===== src/rtl/gat_pkg.sv =====
// gat_pkg: loader FSM state type and default GAT geometry shared with the accelerator top.
package gat_pkg;

    typedef enum logic [2:0] {IDLE, LOAD_H, LOAD_NODE, LOAD_WGT, DONE} loader_state_t;

    localparam int DEF_S_DATA_WIDTH    = 32;
    localparam int DEF_H_DATA_WIDTH    = 19;
    localparam int DEF_NODE_INFO_WIDTH = 20;
    localparam int DEF_DATA_WIDTH      = 8;
    localparam int DEF_H_DATA_DEPTH    = 242101;
    localparam int DEF_NODE_INFO_DEPTH = 13264;
    localparam int DEF_WEIGHT_DEPTH    = 22928;

    function automatic int max3(input int a, input int b, input int c);
        return (a > b) ? ((a > c) ? a : c) : ((b > c) ? b : c);
    endfunction

endpackage


===== src/rtl/gat_bram_loader_if.sv =====
// gat_bram_loader_if: host AXI-Stream input plus the three BRAM write ports fed by the loader.
interface gat_bram_loader_if #(
    parameter int S_DATA_WIDTH     = gat_pkg::DEF_S_DATA_WIDTH,
    parameter int H_DATA_WIDTH     = gat_pkg::DEF_H_DATA_WIDTH,
    parameter int NODE_INFO_WIDTH  = gat_pkg::DEF_NODE_INFO_WIDTH,
    parameter int DATA_WIDTH       = gat_pkg::DEF_DATA_WIDTH,
    parameter int H_DATA_ADDR_W    = $clog2(gat_pkg::DEF_H_DATA_DEPTH),
    parameter int NODE_INFO_ADDR_W = $clog2(gat_pkg::DEF_NODE_INFO_DEPTH),
    parameter int WEIGHT_ADDR_W    = $clog2(gat_pkg::DEF_WEIGHT_DEPTH)
);
    logic [S_DATA_WIDTH-1:0]     s_axis_tdata;
    logic                        s_axis_tvalid;
    logic                        s_axis_tready;
    logic                        s_axis_tlast;
    logic [H_DATA_WIDTH-1:0]     h_data_bram_din;
    logic                        h_data_bram_ena;
    logic                        h_data_bram_wea;
    logic [H_DATA_ADDR_W-1:0]    h_data_bram_addra;
    logic [NODE_INFO_WIDTH-1:0]  h_node_info_bram_din;
    logic                        h_node_info_bram_ena;
    logic                        h_node_info_bram_wea;
    logic [NODE_INFO_ADDR_W-1:0] h_node_info_bram_addra;
    logic [DATA_WIDTH-1:0]       wgt_bram_din;
    logic                        wgt_bram_ena;
    logic                        wgt_bram_wea;
    logic [WEIGHT_ADDR_W-1:0]    wgt_bram_addra;

    modport master (
        output s_axis_tdata, s_axis_tvalid, s_axis_tlast,
        input  s_axis_tready,
        input  h_data_bram_din, h_data_bram_ena, h_data_bram_wea, h_data_bram_addra,
        input  h_node_info_bram_din, h_node_info_bram_ena, h_node_info_bram_wea, h_node_info_bram_addra,
        input  wgt_bram_din, wgt_bram_ena, wgt_bram_wea, wgt_bram_addra
    );

    modport slave (
        input  s_axis_tdata, s_axis_tvalid, s_axis_tlast,
        output s_axis_tready,
        output h_data_bram_din, h_data_bram_ena, h_data_bram_wea, h_data_bram_addra,
        output h_node_info_bram_din, h_node_info_bram_ena, h_node_info_bram_wea, h_node_info_bram_addra,
        output wgt_bram_din, wgt_bram_ena, wgt_bram_wea, wgt_bram_addra
    );
endinterface


===== src/rtl/gat_load_wr_port.sv =====
// gat_load_wr_port: registered BRAM write-port driver; enable pulses for one cycle per accepted word.
module gat_load_wr_port #(
    parameter int DW = 8,
    parameter int AW = 1
) (
    input  logic          clk,
    input  logic          rst_n,
    input  logic          we,
    input  logic [AW-1:0] addr,
    input  logic [DW-1:0] din,
    output logic          en,
    output logic [AW-1:0] addr_q,
    output logic [DW-1:0] din_q
);
    always_ff @(posedge clk) begin
        if (!rst_n) begin
            en     <= 1'b0;
            addr_q <= '0;
            din_q  <= '0;
        end else begin
            en <= we;
            if (we) begin
                addr_q <= addr;
                din_q  <= din;
            end
        end
    end
endmodule


===== src/rtl/gat_bram_loader.sv =====
// gat_bram_loader: splits one stream transfer into H data, node-info and weight BRAMs in that order.
// Define GAT_LOADER_TLAST_CHECK_EN to flag misplaced/missing tlast on load_err.
module gat_bram_loader import gat_pkg::*; #(
    parameter int S_DATA_WIDTH     = DEF_S_DATA_WIDTH,
    parameter int H_DATA_WIDTH     = DEF_H_DATA_WIDTH,
    parameter int NODE_INFO_WIDTH  = DEF_NODE_INFO_WIDTH,
    parameter int DATA_WIDTH       = DEF_DATA_WIDTH,
    parameter int H_DATA_DEPTH     = DEF_H_DATA_DEPTH,
    parameter int NODE_INFO_DEPTH  = DEF_NODE_INFO_DEPTH,
    parameter int WEIGHT_DEPTH     = DEF_WEIGHT_DEPTH,
    parameter int H_DATA_ADDR_W    = $clog2(H_DATA_DEPTH),
    parameter int NODE_INFO_ADDR_W = $clog2(NODE_INFO_DEPTH),
    parameter int WEIGHT_ADDR_W    = $clog2(WEIGHT_DEPTH)
) (
    input  logic               clk,
    input  logic               rst_n,
    input  logic               load_start,
    gat_bram_loader_if.slave   bus,
    output logic               h_data_bram_load_done,
    output logic               h_node_info_bram_load_done,
    output logic               wgt_bram_load_done,
    output logic               load_busy,
    output logic               load_err
);
    localparam int CNT_RAW = max3(H_DATA_ADDR_W, NODE_INFO_ADDR_W, WEIGHT_ADDR_W);
    localparam int CNT_W   = (CNT_RAW > 0) ? CNT_RAW : 1;

    loader_state_t    state;
    logic [CNT_W-1:0] cnt;
    logic [2:0]       seg_end;
    logic             tready;
    logic             hs;
    logic             seg_last;
    logic             start_ok;
    logic             unused_bits;

    assign bus.s_axis_tready = tready;
    assign hs       = bus.s_axis_tvalid & tready;
    assign start_ok = load_start && (state == IDLE || state == DONE);
    assign seg_last = (state == LOAD_H)    ? cnt == CNT_W'(H_DATA_DEPTH - 1) :
                      (state == LOAD_NODE) ? cnt == CNT_W'(NODE_INFO_DEPTH - 1) :
                                             cnt == CNT_W'(WEIGHT_DEPTH - 1);
    assign unused_bits = &{1'b0, bus.s_axis_tdata, bus.s_axis_tlast};

    // seg_end delays each segment's done flag one cycle past its final write strobe
    always_ff @(posedge clk) begin
        if (!rst_n) begin
            state                      <= IDLE;
            cnt                        <= '0;
            tready                     <= 1'b0;
            load_busy                  <= 1'b0;
            seg_end                    <= '0;
            h_data_bram_load_done      <= 1'b0;
            h_node_info_bram_load_done <= 1'b0;
            wgt_bram_load_done         <= 1'b0;
        end else begin
            seg_end <= '0;
            if (seg_end[0]) h_data_bram_load_done <= 1'b1;
            if (seg_end[1]) h_node_info_bram_load_done <= 1'b1;
            if (seg_end[2]) begin
                wgt_bram_load_done <= 1'b1;
                load_busy          <= 1'b0;
            end
            if (start_ok) begin
                state                      <= LOAD_H;
                cnt                        <= '0;
                tready                     <= 1'b1;
                load_busy                  <= 1'b1;
                h_data_bram_load_done      <= 1'b0;
                h_node_info_bram_load_done <= 1'b0;
                wgt_bram_load_done         <= 1'b0;
            end else if (hs) begin
                cnt <= seg_last ? '0 : cnt + 1'b1;
                if (seg_last) begin
                    seg_end <= {state == LOAD_WGT, state == LOAD_NODE, state == LOAD_H};
                    state   <= (state == LOAD_H) ? LOAD_NODE : (state == LOAD_NODE) ? LOAD_WGT : DONE;
                    tready  <= state != LOAD_WGT;
                end
            end
        end
    end

`ifdef GAT_LOADER_TLAST_CHECK_EN
    always_ff @(posedge clk) begin
        if (!rst_n || start_ok) load_err <= 1'b0;
        else if (hs && (bus.s_axis_tlast != (state == LOAD_WGT && seg_last))) load_err <= 1'b1;
    end
`else
    assign load_err = 1'b0;
`endif

    gat_load_wr_port #(.DW(H_DATA_WIDTH), .AW(H_DATA_ADDR_W)) u_h_data (
        .clk    (clk),
        .rst_n  (rst_n),
        .we     (hs && state == LOAD_H),
        .addr   (cnt[H_DATA_ADDR_W-1:0]),
        .din    (bus.s_axis_tdata[H_DATA_WIDTH-1:0]),
        .en     (bus.h_data_bram_ena),
        .addr_q (bus.h_data_bram_addra),
        .din_q  (bus.h_data_bram_din)
    );

    gat_load_wr_port #(.DW(NODE_INFO_WIDTH), .AW(NODE_INFO_ADDR_W)) u_node_info (
        .clk    (clk),
        .rst_n  (rst_n),
        .we     (hs && state == LOAD_NODE),
        .addr   (cnt[NODE_INFO_ADDR_W-1:0]),
        .din    (bus.s_axis_tdata[NODE_INFO_WIDTH-1:0]),
        .en     (bus.h_node_info_bram_ena),
        .addr_q (bus.h_node_info_bram_addra),
        .din_q  (bus.h_node_info_bram_din)
    );

    gat_load_wr_port #(.DW(DATA_WIDTH), .AW(WEIGHT_ADDR_W)) u_wgt (
        .clk    (clk),
        .rst_n  (rst_n),
        .we     (hs && state == LOAD_WGT),
        .addr   (cnt[WEIGHT_ADDR_W-1:0]),
        .din    (bus.s_axis_tdata[DATA_WIDTH-1:0]),
        .en     (bus.wgt_bram_ena),
        .addr_q (bus.wgt_bram_addra),
        .din_q  (bus.wgt_bram_din)
    );

    assign bus.h_data_bram_wea      = bus.h_data_bram_ena;
    assign bus.h_node_info_bram_wea = bus.h_node_info_bram_ena;
    assign bus.wgt_bram_wea         = bus.wgt_bram_ena;
endmodule


===== src/flat_wrapper.sv =====
// flat-port wrapper written by rule: the top's interface ports become plain ports
module gat_bram_loader_flat import gat_pkg::*;
#(
    parameter int S_DATA_WIDTH     = DEF_S_DATA_WIDTH,
    parameter int H_DATA_WIDTH     = DEF_H_DATA_WIDTH,
    parameter int NODE_INFO_WIDTH  = DEF_NODE_INFO_WIDTH,
    parameter int DATA_WIDTH       = DEF_DATA_WIDTH,
    parameter int H_DATA_DEPTH     = DEF_H_DATA_DEPTH,
    parameter int NODE_INFO_DEPTH  = DEF_NODE_INFO_DEPTH,
    parameter int WEIGHT_DEPTH     = DEF_WEIGHT_DEPTH,
    parameter int H_DATA_ADDR_W    = $clog2(H_DATA_DEPTH),
    parameter int NODE_INFO_ADDR_W = $clog2(NODE_INFO_DEPTH),
    parameter int WEIGHT_ADDR_W    = $clog2(WEIGHT_DEPTH)
)
  (clk, rst_n, load_start, h_data_bram_load_done, h_node_info_bram_load_done, wgt_bram_load_done, load_busy, load_err, bus_s_axis_tdata, bus_s_axis_tvalid, bus_s_axis_tlast, bus_s_axis_tready, bus_h_data_bram_din, bus_h_data_bram_ena, bus_h_data_bram_wea, bus_h_data_bram_addra, bus_h_node_info_bram_din, bus_h_node_info_bram_ena, bus_h_node_info_bram_wea, bus_h_node_info_bram_addra, bus_wgt_bram_din, bus_wgt_bram_ena, bus_wgt_bram_wea, bus_wgt_bram_addra);
  gat_bram_loader_if #(.S_DATA_WIDTH(S_DATA_WIDTH), .H_DATA_WIDTH(H_DATA_WIDTH), .NODE_INFO_WIDTH(NODE_INFO_WIDTH), .DATA_WIDTH(DATA_WIDTH), .H_DATA_ADDR_W(H_DATA_ADDR_W), .NODE_INFO_ADDR_W(NODE_INFO_ADDR_W), .WEIGHT_ADDR_W(WEIGHT_ADDR_W)) bus_i ();
  input  logic clk;
  input  logic rst_n;
  input  logic load_start;
  output logic h_data_bram_load_done;
  output logic h_node_info_bram_load_done;
  output logic wgt_bram_load_done;
  output logic load_busy;
  output logic load_err;
  input wire logic [$bits(bus_i.s_axis_tdata)-1:0] bus_s_axis_tdata;
  input wire logic [$bits(bus_i.s_axis_tvalid)-1:0] bus_s_axis_tvalid;
  input wire logic [$bits(bus_i.s_axis_tlast)-1:0] bus_s_axis_tlast;
  output wire logic [$bits(bus_i.s_axis_tready)-1:0] bus_s_axis_tready;
  output wire logic [$bits(bus_i.h_data_bram_din)-1:0] bus_h_data_bram_din;
  output wire logic [$bits(bus_i.h_data_bram_ena)-1:0] bus_h_data_bram_ena;
  output wire logic [$bits(bus_i.h_data_bram_wea)-1:0] bus_h_data_bram_wea;
  output wire logic [$bits(bus_i.h_data_bram_addra)-1:0] bus_h_data_bram_addra;
  output wire logic [$bits(bus_i.h_node_info_bram_din)-1:0] bus_h_node_info_bram_din;
  output wire logic [$bits(bus_i.h_node_info_bram_ena)-1:0] bus_h_node_info_bram_ena;
  output wire logic [$bits(bus_i.h_node_info_bram_wea)-1:0] bus_h_node_info_bram_wea;
  output wire logic [$bits(bus_i.h_node_info_bram_addra)-1:0] bus_h_node_info_bram_addra;
  output wire logic [$bits(bus_i.wgt_bram_din)-1:0] bus_wgt_bram_din;
  output wire logic [$bits(bus_i.wgt_bram_ena)-1:0] bus_wgt_bram_ena;
  output wire logic [$bits(bus_i.wgt_bram_wea)-1:0] bus_wgt_bram_wea;
  output wire logic [$bits(bus_i.wgt_bram_addra)-1:0] bus_wgt_bram_addra;
  assign bus_i.s_axis_tdata = bus_s_axis_tdata;
  assign bus_i.s_axis_tvalid = bus_s_axis_tvalid;
  assign bus_i.s_axis_tlast = bus_s_axis_tlast;
  assign bus_s_axis_tready = bus_i.s_axis_tready;
  assign bus_h_data_bram_din = bus_i.h_data_bram_din;
  assign bus_h_data_bram_ena = bus_i.h_data_bram_ena;
  assign bus_h_data_bram_wea = bus_i.h_data_bram_wea;
  assign bus_h_data_bram_addra = bus_i.h_data_bram_addra;
  assign bus_h_node_info_bram_din = bus_i.h_node_info_bram_din;
  assign bus_h_node_info_bram_ena = bus_i.h_node_info_bram_ena;
  assign bus_h_node_info_bram_wea = bus_i.h_node_info_bram_wea;
  assign bus_h_node_info_bram_addra = bus_i.h_node_info_bram_addra;
  assign bus_wgt_bram_din = bus_i.wgt_bram_din;
  assign bus_wgt_bram_ena = bus_i.wgt_bram_ena;
  assign bus_wgt_bram_wea = bus_i.wgt_bram_wea;
  assign bus_wgt_bram_addra = bus_i.wgt_bram_addra;
  gat_bram_loader #(.S_DATA_WIDTH(S_DATA_WIDTH), .H_DATA_WIDTH(H_DATA_WIDTH), .NODE_INFO_WIDTH(NODE_INFO_WIDTH), .DATA_WIDTH(DATA_WIDTH), .H_DATA_DEPTH(H_DATA_DEPTH), .NODE_INFO_DEPTH(NODE_INFO_DEPTH), .WEIGHT_DEPTH(WEIGHT_DEPTH), .H_DATA_ADDR_W(H_DATA_ADDR_W), .NODE_INFO_ADDR_W(NODE_INFO_ADDR_W), .WEIGHT_ADDR_W(WEIGHT_ADDR_W)) u_core (.clk(clk), .rst_n(rst_n), .load_start(load_start), .bus(bus_i), .h_data_bram_load_done(h_data_bram_load_done), .h_node_info_bram_load_done(h_node_info_bram_load_done), .wgt_bram_load_done(wgt_bram_load_done), .load_busy(load_busy), .load_err(load_err));
endmodule

===== config.mk =====
export PLATFORM = sky130hd
export DESIGN_NAME = gat_bram_loader_flat
export DESIGN_NICKNAME = d
export VERILOG_FILES = /design/src/rtl/gat_pkg.sv /design/src/rtl/gat_bram_loader_if.sv /design/src/rtl/gat_load_wr_port.sv /design/src/rtl/gat_bram_loader.sv /design/src/flat_wrapper.sv
export SDC_FILE = /design/constraint.sdc
export NUM_CORES = 1
export LEC_CHECK = 0
export BUFFER_PORTS_ARGS = -buffer_cell sky130_fd_sc_hd__buf_2
export CORE_ASPECT_RATIO = 2
export CORE_MARGIN = 1
export CORE_UTILIZATION = 48
export CTS_BUF_LIST = sky130_fd_sc_hd__clkbuf_8
export CTS_CLUSTER_SIZE = 24
export DETAILED_ROUTE_END_ITERATION = 10
export PLACE_DENSITY_LB_ADDON = 0.12
export REMOVE_ABC_BUFFERS = 1
export SLEW_MARGIN = 10
export SYNTH_ARGS = -nofsm -noshare
export SYNTH_HDL_FRONTEND = slang
export SYNTH_SLANG_ARGS = --single-unit

===== constraint.sdc =====
create_clock -name clk -period 2.2 [get_ports clk]
set_input_delay 0.33 -clock clk [delete_from_list [all_inputs] [get_ports clk]]
set_output_delay 0.33 -clock clk [all_outputs]
set_load 0.005 [all_outputs]

==> flow_metrics.env <==
export IMPL_cts_resized=0
export IMPL_dieArea_mm2=0.0108
export IMPL_clock_sink_count=126
export IMPL_yosysWarnings=0
export IMPL_cts_max_level=4
export IMPL_grt_pass1_wl_um=19700
export IMPL_final_antenna_net_count=0
export IMPL_netlist_area_mm2=0.00495
export IMPL_max_cap_viol_count=0
export IMPL_p_int_mw=3.42
export IMPL_slowest_delay_ns=0.49
export IMPL_p_sw_mw=0.987
export IMPL_post_cts_buffers=0
export IMPL_numCtsBuffers=17
export IMPL_endpoint_kind="flip-flop"
export IMPL_ioPinCount=143
export IMPL_drive_gt1_share_pct=26.1
export IMPL_clock_latency_ns=0.44
export IMPL_grt_use_total_pct=24.1
export IMPL_switching_share_pct=22.4
export IMPL_syn_area_per_cell_um2=8.43
export IMPL_path_class="reg -> reg"
export IMPL_vias=4286
export IMPL_globalRoute_totalOverflow=0
export IMPL_wire_per_inst_um=14.1
export IMPL_cts_hold_buf=0
export IMPL_routed_wl_um=12000
export IMPL_vias_per_cell=5.02
export IMPL_routabilityCongestion=0.853
export IMPL_fin_cells=854
export IMPL_cp_data_required_time_ns=2.51
export IMPL_ys_ff_latch=126
export IMPL_finalCritPeriodShare_pct=93.9
export IMPL_finalHoldViolCount=0
export IMPL_std_cell_rows=52
export IMPL_critPathSlowestCell="or3b_1"
export IMPL_clk_pin_slew_ns=0.07
export IMPL_finClkSkew_ns=0.00717
export IMPL_cts_tree="yes"
export IMPL_dpl_hpwl_um=8300
export IMPL_clk_path_buf_depth=2
export IMPL_rsz0062_at_grt="false"
export IMPL_drc=0
export IMPL_start_kind="flip-flop"
export IMPL_hold_path_class="in -> reg"
export IMPL_fmax_mhz=484
export IMPL_power_mw=4.41
export IMPL_firstDrtPassIters=4
export IMPL_antenna_cells=0
export IMPL_irDropWorstVdd_v=0.000479
export IMPL_worstPathArrival_ns=2.38
export IMPL_cts_root_buffer="clkbuf_8"
export IMPL_path_cells="or3b_1 -> a2111oi_4 -> o2111ai_4 -> o21bai_4 -> nor2_1"
export IMPL_io_buffers=128
export IMPL_syn_inst=588
export IMPL_die_w_um=73.8
export IMPL_ys_seq_area_share_pct=50.9
export IMPL_slew_headroom_pct=62.7
export IMPL_final_nets=745
export IMPL_status="finished clean"
export IMPL_seq_power_share_pct=52.3
export IMPL_core_area_mm2=0.0101
export IMPL_synth_distinct_cells=42
export IMPL_dp_cells=823
export IMPL_maxSlewViolCount=0
export IMPL_min_period_ns=2.07
export IMPL_grt_max_degree=69
export IMPL_cp_max_fo=14
export IMPL_p_clk_share_pct=43.7
export IMPL_die_h_um=146
export IMPL_worst_slew_pin_slew_ns=0.559
export IMPL_initial_core_util_pct=49.1
export IMPL_antenna_found_initial=0
export IMPL_area_delta_synth_final_pct=24.2
export IMPL_cellLeakagePower_nw=2.54
export IMPL_comb_power_share_pct=4.0
export IMPL_setup_viol=0
export IMPL_powerDensity_mw_per_mm2=716
export IMPL_detail_route_iter0_violations=199
export IMPL_grt_pass1_vias=4099
-- cell usage in the layout, fill, tap and decap left out, types with 3 or more instances in the layout --
cell,n
a21oi_1,4
xnor2_1,15
nor2_1,34
a21boi_1,95
clkbuf_8,19
buf_12,4
inv_1,5
and2_1,5
buf_4,18
nor3_1,9
nand3_1,7
nand2_1,200
buf_2,128
dfxtp_1,126
and3_1,3
clkinv_2,7
-- layout make-up --
type	instances	area, µm²
inverters	5	18.8
fillers	929	3930
repair buffers	150	856
clock inverters	12	120
flip-flops and latches	126	2520
clock buffers	19	262
multi-input cells	407	2210
well taps	135	169
-- registers in the layout, indices dropped and copies added (netlist names), 3 cells and up --
signal / flops
u_core.u_node_info.din_q: 20
u_core.u_node_info.addr_q: 14
u_core.u_h_data.addr_q: 18
u_core.cnt: 18
u_core.seg_end: 3
u_core.u_h_data.din_q: 19
u_core.u_wgt.addr_q: 15
u_core.u_wgt.din_q: 8
u_core.state: 3
-- through the flow --
stage	hold WS (ns)	setup TNS, ns	util, %	setup slack, ns	area, µm²
after floorplan	0.411	-3.35	-	-0.168	4730
after global placement	0.428	0	57.2	0.224	5770
after detailed placement	0.442	0	57.2	0.155	5770
after CTS	0.0993	0	61.0	0.144	6150
after global routing	0.0966	0	61.0	0.0329	6150
final	0.121	0	61.0	0.134	6150
-- synthesized netlist by cell type --
master	n	area share (%)
xor2_1	1	0.18
nor2_1	35	2.7
o21bai_4	1	0.38
nor4_1	1	0.13
o21ba_1	1	0.20
nand2b_1	2	0.25
nand4_1	2	0.25
nor2b_1	2	0.25
nand3b_1	1	0.15
nor3_1	9	0.91
nand2_1	200	15
inv_1	5	0.38
buf_2	5	0.50
a2111oi_4	1	0.56
clkbuf_1	39	3.0
dfxtp_1	126	51
a211o_1	1	0.18
a21oi_1	4	0.40
a21boi_1	95	14
or4_4	1	0.23
ha_1	1	0.25
a311oi_1	1	0.18
or3b_1	1	0.18
nand4b_1	1	0.18
o221a_1	1	0.23
conb_1	1	0.076
nor3b_1	2	0.30
buf_4	5	0.76
and4_1	1	0.18
o2111ai_4	1	0.53
o21a_1	2	0.30
nand3_1	8	0.81
o31a_1	1	0.18
or3_1	1	0.13
mux2i_1	2	0.40
or2_1	1	0.13
nor4b_1	1	0.18
and3_1	3	0.38
or2_2	1	0.13
and2_1	5	0.63
buf_6	1	0.23
xnor2_1	15	2.7
-- per-layer routing --
metal	global-route usage [%]	wire (µm)
met5	0	0
met4	10.8	323
met2	42.3	6590
met3	7.20	522
met1	25.5	4610
-- worst max-delay path, delay by kind of cell, from the launching register on --
family | cells | cell delay (ns)
compound gates | 3 | 0.98
simple gates | 2 | 0.59
flops | 1 | 0.37
-- logic make-up (layout without fill, tap and decap cells) --
group	after synthesis	count (layout)	synth area share (%)
simple gates	278	278	23.2
flops	126	126	50.9
compound gates	109	109	17.5
buf+inv	55	186	4.82
xor+xnor	16	16	2.83
mux	2	2	0.404
fa+ha+maj	1	1	0.252
other cells	1	1	0.0757
-- power groups by stage --
stage	sequential (mW)	clock [mW]	combinational, mW
finish	2.30	1.93	0.177
global route	2.30	2.09	0.195
CTS	2.30	1.98	0.179
detailed placement	2.35	0	0.178
global placement	2.35	0	0.174
floorplan	2.36	0	0.0787
-- worst paths after layout --
check                                    start                           end  slack [ns]  depth (start not counted)
setup / recovery               u_core.state[2]                 u_core.cnt[6]        0.13                          5
setup reg to reg               u_core.state[2]                 u_core.cnt[6]        0.13                          5
hold / removal            bus_s_axis_tdata[19]  u_core.u_node_info.din_q[19]        0.12                          3
hold reg to reg   u_core.u_node_info.din_q[16]  u_core.u_node_info.din_q[16]        0.45                          2
Note: power is estimated with default switching activity, not from simulation.
